===== config.mk =====
export PLATFORM = sky130hd
export DESIGN_NAME = branch_resolve_bht_flat
export DESIGN_NICKNAME = d
export VERILOG_FILES = /design/src/rtl/branch_resolve_bht_if.sv /design/src/rtl/branch_resolve_bht.sv /design/src/flat_wrapper.sv
export SDC_FILE = /design/constraint.sdc
export NUM_CORES = 1
export LEC_CHECK = 0
export BUFFER_PORTS_ARGS = -buffer_cell sky130_fd_sc_hd__buf_4
export CAP_MARGIN = 15
export CORE_MARGIN = 3
export CORE_UTILIZATION = 52
export DETAILED_ROUTE_END_ITERATION = 8
export HOLD_SLACK_MARGIN = 0.06
export PLACE_DENSITY = 0.74
export SYNTH_ARGS = -nofsm -noshare
export SYNTH_HDL_FRONTEND = slang
export SYNTH_SLANG_ARGS = --single-unit

===== constraint.sdc =====
create_clock -name clk_i -period 3.27 [get_ports clk_i]
set_input_delay 0.654 -clock clk_i [delete_from_list [all_inputs] [get_ports clk_i]]
set_output_delay 0.654 -clock clk_i [all_outputs]
set_load 0.03 [all_outputs]

===== src/rtl/branch_resolve_bht_if.sv =====
// Bundle of fetch-prediction, EX-resolution, comparator and redirect signals
// exchanged between the pipeline (master) and the branch unit (slave).
interface branch_resolve_bht_if #(
   parameter int CNT_W = 16
);
   logic             f_valid_i;
   logic [31:0]      f_pc_i;
   logic             f_pred_taken_o;
   logic             ex_valid_i;
   logic [31:0]      ex_pc_i;
   logic [2:0]       ex_funct3_i;
   logic [31:0]      ex_target_i;
   logic             ex_pred_taken_i;
   logic             BrUn_o;
   logic             BrEq_i;
   logic             BrLt_i;
   logic             ex_taken_o;
   logic             redirect_o;
   logic [31:0]      redirect_pc_o;
   logic             flush_o;
   logic [CNT_W-1:0] branch_cnt_o;
   logic [CNT_W-1:0] mispred_cnt_o;

   modport master (
      output f_valid_i, f_pc_i, ex_valid_i, ex_pc_i, ex_funct3_i,
             ex_target_i, ex_pred_taken_i, BrEq_i, BrLt_i,
      input  f_pred_taken_o, BrUn_o, ex_taken_o, redirect_o,
             redirect_pc_o, flush_o, branch_cnt_o, mispred_cnt_o
   );

   modport slave (
      input  f_valid_i, f_pc_i, ex_valid_i, ex_pc_i, ex_funct3_i,
             ex_target_i, ex_pred_taken_i, BrEq_i, BrLt_i,
      output f_pred_taken_o, BrUn_o, ex_taken_o, redirect_o,
             redirect_pc_o, flush_o, branch_cnt_o, mispred_cnt_o
   );
endinterface


===== src/rtl/branch_resolve_bht.sv =====
// Branch resolution and 2-bit BHT prediction unit. Resolves the EX branch
// combinationally from the comparator flags, trains the BHT, issues a
// registered one-cycle redirect/flush on mispredict and keeps statistics.
module branch_resolve_bht #(
   parameter int IDX_W = 6,
   parameter int CNT_W = 16
) (
   input logic                clk_i,
   input logic                rst_ni,
   branch_resolve_bht_if.slave bus
);

   localparam int                 ENTRIES = 1 << IDX_W;
   localparam logic [CNT_W-1:0]   CNT_MAX = '1;
   localparam logic [1:0]         WEAK_NT = 2'b01;

   // 2-bit saturating counter step toward the resolved direction.
   function automatic logic [1:0] bht_step(input logic [1:0] cnt, input logic taken);
      logic [1:0] nxt;
      nxt = cnt;
      if (taken) begin
         if (cnt != 2'b11) nxt = cnt + 2'd1;
      end else begin
         if (cnt != 2'b00) nxt = cnt - 2'd1;
      end
      return nxt;
   endfunction

   // Statistics increment that sticks at all-ones.
   function automatic logic [CNT_W-1:0] sat_inc(input logic [CNT_W-1:0] v);
      return (v == CNT_MAX) ? v : v + 1'b1;
   endfunction

   logic [1:0]       bht [ENTRIES];
   logic             redirect_p1;
   logic [31:0]      redirect_pc_p1;
   logic [CNT_W-1:0] branch_cnt_p1;
   logic [CNT_W-1:0] mispred_cnt_p1;

   logic [IDX_W-1:0] f_idx;
   logic [IDX_W-1:0] ex_idx;
   logic             legal;
   logic             cond;
   logic             taken;
   logic             eff_v;
   logic             mis;
   logic [31:0]      next_pc;
   logic             unused_pc_bits;

   assign f_idx  = bus.f_pc_i[IDX_W+1:2];
   assign ex_idx = bus.ex_pc_i[IDX_W+1:2];

   // Low PC bits never matter for word-aligned instructions; upper fetch
   // bits are outside the table index.
   assign unused_pc_bits = ^{bus.f_pc_i[31:IDX_W+2], bus.f_pc_i[1:0], bus.ex_pc_i[1:0]};

   // Fetch-side prediction: MSB of the indexed counter, no update bypass.
   assign bus.f_pred_taken_o = bus.f_valid_i & bht[f_idx][1];

   // Comparator signedness follows funct3[1] (bltu/bgeu).
   assign bus.BrUn_o = bus.ex_funct3_i[1];

   // Decode funct3 into a raw branch condition and legality.
   always_comb begin
      legal = 1'b1;
      cond  = 1'b0;
      case (bus.ex_funct3_i)
         3'b000:          cond = bus.BrEq_i;
         3'b001:          cond = ~bus.BrEq_i;
         3'b100, 3'b110:  cond = bus.BrLt_i;
         3'b101, 3'b111:  cond = ~bus.BrLt_i;
         default: begin
            legal = 1'b0;
            cond  = 1'b0;
         end
      endcase
   end

   assign taken          = bus.ex_valid_i & legal & cond;
   assign bus.ex_taken_o = taken;

   // A branch seen while a redirect is out is wrong-path and is dropped.
   assign eff_v   = bus.ex_valid_i & ~redirect_p1 & legal;
   assign mis     = eff_v & (taken != bus.ex_pred_taken_i);
   assign next_pc = taken ? bus.ex_target_i : bus.ex_pc_i + 32'd4;

   // BHT training on every effective branch; reset to weakly not-taken.
   always_ff @(posedge clk_i) begin
      if (!rst_ni) begin
         for (int i = 0; i < ENTRIES; i++) begin
            bht[i] <= WEAK_NT;
         end
      end else if (eff_v) begin
         bht[ex_idx] <= bht_step(bht[ex_idx], taken);
      end
   end

   // EX -> redirect stage: one-cycle redirect pulse and held correct PC.
   always_ff @(posedge clk_i) begin
      if (!rst_ni) begin
         redirect_p1    <= 1'b0;
         redirect_pc_p1 <= 32'd0;
      end else begin
         redirect_p1 <= mis;
         if (mis) begin
            redirect_pc_p1 <= next_pc;
         end
      end
   end

   // Saturating statistics on effective branches and mispredicts.
   always_ff @(posedge clk_i) begin
      if (!rst_ni) begin
         branch_cnt_p1  <= '0;
         mispred_cnt_p1 <= '0;
      end else begin
         if (eff_v) branch_cnt_p1  <= sat_inc(branch_cnt_p1);
         if (mis)   mispred_cnt_p1 <= sat_inc(mispred_cnt_p1);
      end
   end

   assign bus.redirect_o    = redirect_p1;
   assign bus.flush_o       = redirect_p1;
   assign bus.redirect_pc_o = redirect_pc_p1;
   assign bus.branch_cnt_o  = branch_cnt_p1;
   assign bus.mispred_cnt_o = mispred_cnt_p1;

endmodule


===== src/flat_wrapper.sv =====
// flat-port wrapper written by rule: the top's interface ports become plain ports
module branch_resolve_bht_flat 
#(
   parameter int IDX_W = 6,
   parameter int CNT_W = 16
)
  (clk_i, rst_ni, bus_f_valid_i, bus_f_pc_i, bus_ex_valid_i, bus_ex_pc_i, bus_ex_funct3_i, bus_ex_target_i, bus_ex_pred_taken_i, bus_BrEq_i, bus_BrLt_i, bus_f_pred_taken_o, bus_BrUn_o, bus_ex_taken_o, bus_redirect_o, bus_redirect_pc_o, bus_flush_o, bus_branch_cnt_o, bus_mispred_cnt_o);
  branch_resolve_bht_if #(.CNT_W(CNT_W)) bus_i ();
  input logic clk_i;
  input logic rst_ni;
  input wire logic [$bits(bus_i.f_valid_i)-1:0] bus_f_valid_i;
  input wire logic [$bits(bus_i.f_pc_i)-1:0] bus_f_pc_i;
  input wire logic [$bits(bus_i.ex_valid_i)-1:0] bus_ex_valid_i;
  input wire logic [$bits(bus_i.ex_pc_i)-1:0] bus_ex_pc_i;
  input wire logic [$bits(bus_i.ex_funct3_i)-1:0] bus_ex_funct3_i;
  input wire logic [$bits(bus_i.ex_target_i)-1:0] bus_ex_target_i;
  input wire logic [$bits(bus_i.ex_pred_taken_i)-1:0] bus_ex_pred_taken_i;
  input wire logic [$bits(bus_i.BrEq_i)-1:0] bus_BrEq_i;
  input wire logic [$bits(bus_i.BrLt_i)-1:0] bus_BrLt_i;
  output wire logic [$bits(bus_i.f_pred_taken_o)-1:0] bus_f_pred_taken_o;
  output wire logic [$bits(bus_i.BrUn_o)-1:0] bus_BrUn_o;
  output wire logic [$bits(bus_i.ex_taken_o)-1:0] bus_ex_taken_o;
  output wire logic [$bits(bus_i.redirect_o)-1:0] bus_redirect_o;
  output wire logic [$bits(bus_i.redirect_pc_o)-1:0] bus_redirect_pc_o;
  output wire logic [$bits(bus_i.flush_o)-1:0] bus_flush_o;
  output wire logic [$bits(bus_i.branch_cnt_o)-1:0] bus_branch_cnt_o;
  output wire logic [$bits(bus_i.mispred_cnt_o)-1:0] bus_mispred_cnt_o;
  assign bus_i.f_valid_i = bus_f_valid_i;
  assign bus_i.f_pc_i = bus_f_pc_i;
  assign bus_i.ex_valid_i = bus_ex_valid_i;
  assign bus_i.ex_pc_i = bus_ex_pc_i;
  assign bus_i.ex_funct3_i = bus_ex_funct3_i;
  assign bus_i.ex_target_i = bus_ex_target_i;
  assign bus_i.ex_pred_taken_i = bus_ex_pred_taken_i;
  assign bus_i.BrEq_i = bus_BrEq_i;
  assign bus_i.BrLt_i = bus_BrLt_i;
  assign bus_f_pred_taken_o = bus_i.f_pred_taken_o;
  assign bus_BrUn_o = bus_i.BrUn_o;
  assign bus_ex_taken_o = bus_i.ex_taken_o;
  assign bus_redirect_o = bus_i.redirect_o;
  assign bus_redirect_pc_o = bus_i.redirect_pc_o;
  assign bus_flush_o = bus_i.flush_o;
  assign bus_branch_cnt_o = bus_i.branch_cnt_o;
  assign bus_mispred_cnt_o = bus_i.mispred_cnt_o;
  branch_resolve_bht #(.IDX_W(IDX_W), .CNT_W(CNT_W)) u_core (.clk_i(clk_i), .rst_ni(rst_ni), .bus(bus_i));
endmodule

==> results.sh <==
export IMPL_status="complete, but fails checks"
export IMPL_violations="setup timing"
export IMPL_max_cap_viol_count=0
export IMPL_final_common_cell="buf_4"
export IMPL_clock_skew_ps=8.65
export IMPL_syn_num_nets=1188
export IMPL_grt_util_met2=0.452
export IMPL_finalCriticalPeriod_ps=3400
export IMPL_hold_buffers=0
export IMPL_place_inst=1472
export IMPL_syn_mean_instance_area_um2=9.80
export IMPL_clkSlewWorstSetupHoldPaths_ps=70
export IMPL_row_count=51
export IMPL_drt_total_wl_mm=30.1
export IMPL_clkSinkCount=193
export IMPL_dp_hpwl_mm=21.4
export IMPL_min_from="u_core.bus.redirect_pc_o[8]"
export IMPL_areaGrowthSynthToFinish_pct=21.2
export IMPL_power_density_mw_per_mm2=450
export IMPL_post_drt_wl_per_cell_um=20.0
export IMPL_use_met3=0.0469
export IMPL_synth_cell_types=67
export IMPL_regToRegSetupSlack_ps=660
export IMPL_ios=175
export IMPL_antenna_found_initial=0
export IMPL_die_height_um=149
export IMPL_core_region_area_mm2=0.0197
export IMPL_leakage_nw=4.79
export IMPL_setup_tns_ps=-132
export IMPL_slew_violations=0
export IMPL_grt_setup_unrepaired="true"
export IMPL_diodes=0
export IMPL_dieArea_mm2=0.0221
export IMPL_synth_flop_cell="edfxtp_1"
export IMPL_synth_edf_count=128
export IMPL_reg2regPathDepth=9
export IMPL_cts_root_buf="clkbuf_16"
export IMPL_drive_gt1_frac=0.229
export IMPL_nets=1335
export IMPL_vias=9042
export IMPL_htreeDepth=4
export IMPL_clockBufferDepth=2
export IMPL_tritoncts="built"
export IMPL_grt_busiest_layer="met2"
export IMPL_numPortBuffers=148
export IMPL_worst_hold_path_type="reg -> reg"
export IMPL_mostFrequentLayoutCells="buf_4, nand2_1, edfxtp_1"
export IMPL_multi_input_area_mm2=0.00489
export IMPL_slowest_stage="mux4_2"
export IMPL_worst_setup_path_end_kind="primary output"
export IMPL_final_setup_viol_count=1
export IMPL_met1_usage=0.356
export IMPL_period_share=1.04
export IMPL_yosys_register_bits=193
export IMPL_vdd_drop_max_v=0.000375
export IMPL_timing_final_ws_setup_ps=-132
export IMPL_post_cts_buffers=0
export IMPL_fillers=1624
export IMPL_layoutNonFillerInstCount=1504
export IMPL_syn_area_mm2=0.0106
export IMPL_crit_top_cell="mux4_2"
export IMPL_yosysWarningCount=0
export IMPL_vias_per_cell=6.01
export IMPL_regToRegEndpoint="u_core.bht[1][1]"
export IMPL_worstPathBufferInverterCount=3
export IMPL_drc=0
export IMPL_worst_pin_slew_ps=819
export IMPL_start_util=0.536
export IMPL_startpoint_type="primary input"
export IMPL_async_flop_share=0
export IMPL_crit_arrival_ps=2750
export IMPL_path_cells="buf_12 -> buf_12 -> mux4_2 -> mux4_2 -> mux4_2 -> and2_4 -> buf_6"
export IMPL_grt_pass1_wl_mm=46.9
export IMPL_dp_slack_ps=-216
export IMPL_critPathKind="in -> out"
export IMPL_cpPeakStageDelay_ps=540
export IMPL_grt_max_degree=126
export IMPL_hold_end="u_core.bus.redirect_pc_o[8]"
export IMPL_grt_pass1_vias=8690
export IMPL_drt_iter0_drc=901
export IMPL_cp_top_family="multiplexers"
export IMPL_timing_fmax_mhz=294
export IMPL_finalHoldViolations=0
export IMPL_die_w_um=149
export IMPL_drt_pre_antenna_iters=8
export IMPL_worstSkewPairLatency_ps=440
export IMPL_cp_required_ps=2620
export IMPL_seqCellArea_mm2=0.00514
export IMPL_numCtsBuffers=17
export IMPL_ys_seq_area_frac=0.487
export IMPL_utilization=0.650
export IMPL_track_usage=0.271
export IMPL_max_slew_margin_rel=0.449
export IMPL_place_gp_congestion=0.979
export IMPL_rr_startpoint="u_core.bht[46][0]"
export IMPL_netlist_instances=1079
export IMPL_drtAntennaViolNets=0
export IMPL_hold_depth=2
export IMPL_crit_fanout=8
export IMPL_grt_overflow_total=0
kinds of logic (layout without fill, tap and decap cells):
kind of cell / count (synthesis) / after routing / share of synthesized area
AO/OA/AOI/OAI: 136 / 136 / 0.0919
multiplexers: 54 / 54 / 0.0773
AND/OR/NAND/NOR: 533 / 533 / 0.239
flip-flops: 193 / 193 / 0.487
adder cells (fa/ha/maj): 5 / 5 / 0.00568
buffers and inverters: 101 / 261 / 0.0522
XOR/XNOR: 57 / 57 / 0.0472
worst reg2reg max path, delay by kind of cell (launching register included):
kind / cells / cell delay (ps)
fa+ha+maj: 1 / 270
flops: 1 / 390
compound gates: 4 / 980
buf+inv: 2 / 410
simple gates: 2 / 300
worst max-delay path by stage:
| stage | startpoint | endpoint | slack, ps | cells past startpoint |
|---|---|---|---|---|
| 6_report | bus_f_pc_i[2] | bus_f_pred_taken_o | -130 | 7 |
| 3_5_place_dp | bus_f_pc_i[2] | bus_f_pred_taken_o | -220 | 7 |
| 2_1_floorplan | bus_f_pc_i[2] | bus_f_pred_taken_o | 30 | 6 |
| 4_1_cts | bus_f_pc_i[2] | bus_f_pred_taken_o | -120 | 7 |
| 3_3_place_gp | bus_f_pc_i[2] | bus_f_pred_taken_o | -210 | 7 |
| 5_1_grt | bus_f_pc_i[2] | bus_f_pred_taken_o | -160 | 7 |
stage by stage:
stage          power, mW  hold WS [ps]  instance area (um^2)
2_1_floorplan       3.31           580                 10600
3_3_place_gp        3.64           440                 12200
3_5_place_dp        3.65           445                 12200
4_1_cts             5.78           453                 12800
5_1_grt             5.94           477                 12800
6_report            5.77           453                 12800
sequential cells by signal (all words and copies together), names as in the netlist:
| register | count |
|---|---|
| u_core.bus.branch_cnt_o | 16 |
| u_core.bus.flush_o | 1 |
| u_core.bus.redirect_pc_o | 32 |
| u_core.bht | 128 |
| u_core.bus.mispred_cnt_o | 16 |
repair_timing:
action                     CTS  global route
setup endpoints to repair    1             1
resized for setup            4             0
pin swaps                    1             0
metal layers:
metal  vias up  routed length, um
met5         -                  0
met1      4332              11800
li1       4183                  -
met2       462              14600
met3        65               2810
met4         0                876
cells in the mapped netlist, drive strengths merged, types with 4 or more instances:
| cell type | n | share of area |
|---|---|---|
| nand2 | 179 | 0.064 |
| edfxtp | 128 | 0.36 |
| nor2 | 113 | 0.040 |
| nand3 | 108 | 0.051 |
| dfxtp | 65 | 0.12 |
| clkbuf | 48 | 0.017 |
| buf | 40 | 0.031 |
| and2 | 32 | 0.019 |
| mux2i | 31 | 0.029 |
| xor2 | 29 | 0.024 |
| xnor2 | 28 | 0.023 |
| a21oi | 23 | 0.011 |
| mux4 | 22 | 0.047 |
| o21ai | 19 | 0.0090 |
| nand4 | 17 | 0.010 |
| nor2b | 14 | 0.0083 |
| nor3 | 14 | 0.0071 |
| inv | 13 | 0.0046 |
| o211ai | 13 | 0.0092 |
| and3 | 12 | 0.0071 |
| nand2b | 12 | 0.0071 |
| a211oi | 10 | 0.0071 |
| o22ai | 9 | 0.0053 |
| a221oi | 8 | 0.0066 |
| nor3b | 8 | 0.0071 |
| and4 | 7 | 0.0058 |
| o221ai | 6 | 0.0050 |
| o31ai | 5 | 0.0036 |
| a21boi | 4 | 0.0028 |
| a31oi | 4 | 0.0024 |
| o22a | 4 | 0.0033 |
| or3 | 4 | 0.0024 |
| or3b | 4 | 0.0033 |
cell type report:
cell class	count	area share
multi-input cells	785	0.382
repair buffers	216	0.141
well taps	265	0.0259
clock inverters	11	0.0121
inverters	13	0.00381
flip-flops and latches	193	0.402
clock buffers	21	0.0344
where the power goes:
part / internal (mW) / total [mW] / switching, mW
Combinational: 0.369 / 0.907 / 0.538
Sequential: 2.66 / 2.70 / 0.0454
Clock: 1.21 / 2.15 / 0.940
Total: 4.24 / 5.77 / 1.52
(Power assumes the default switching activity.)
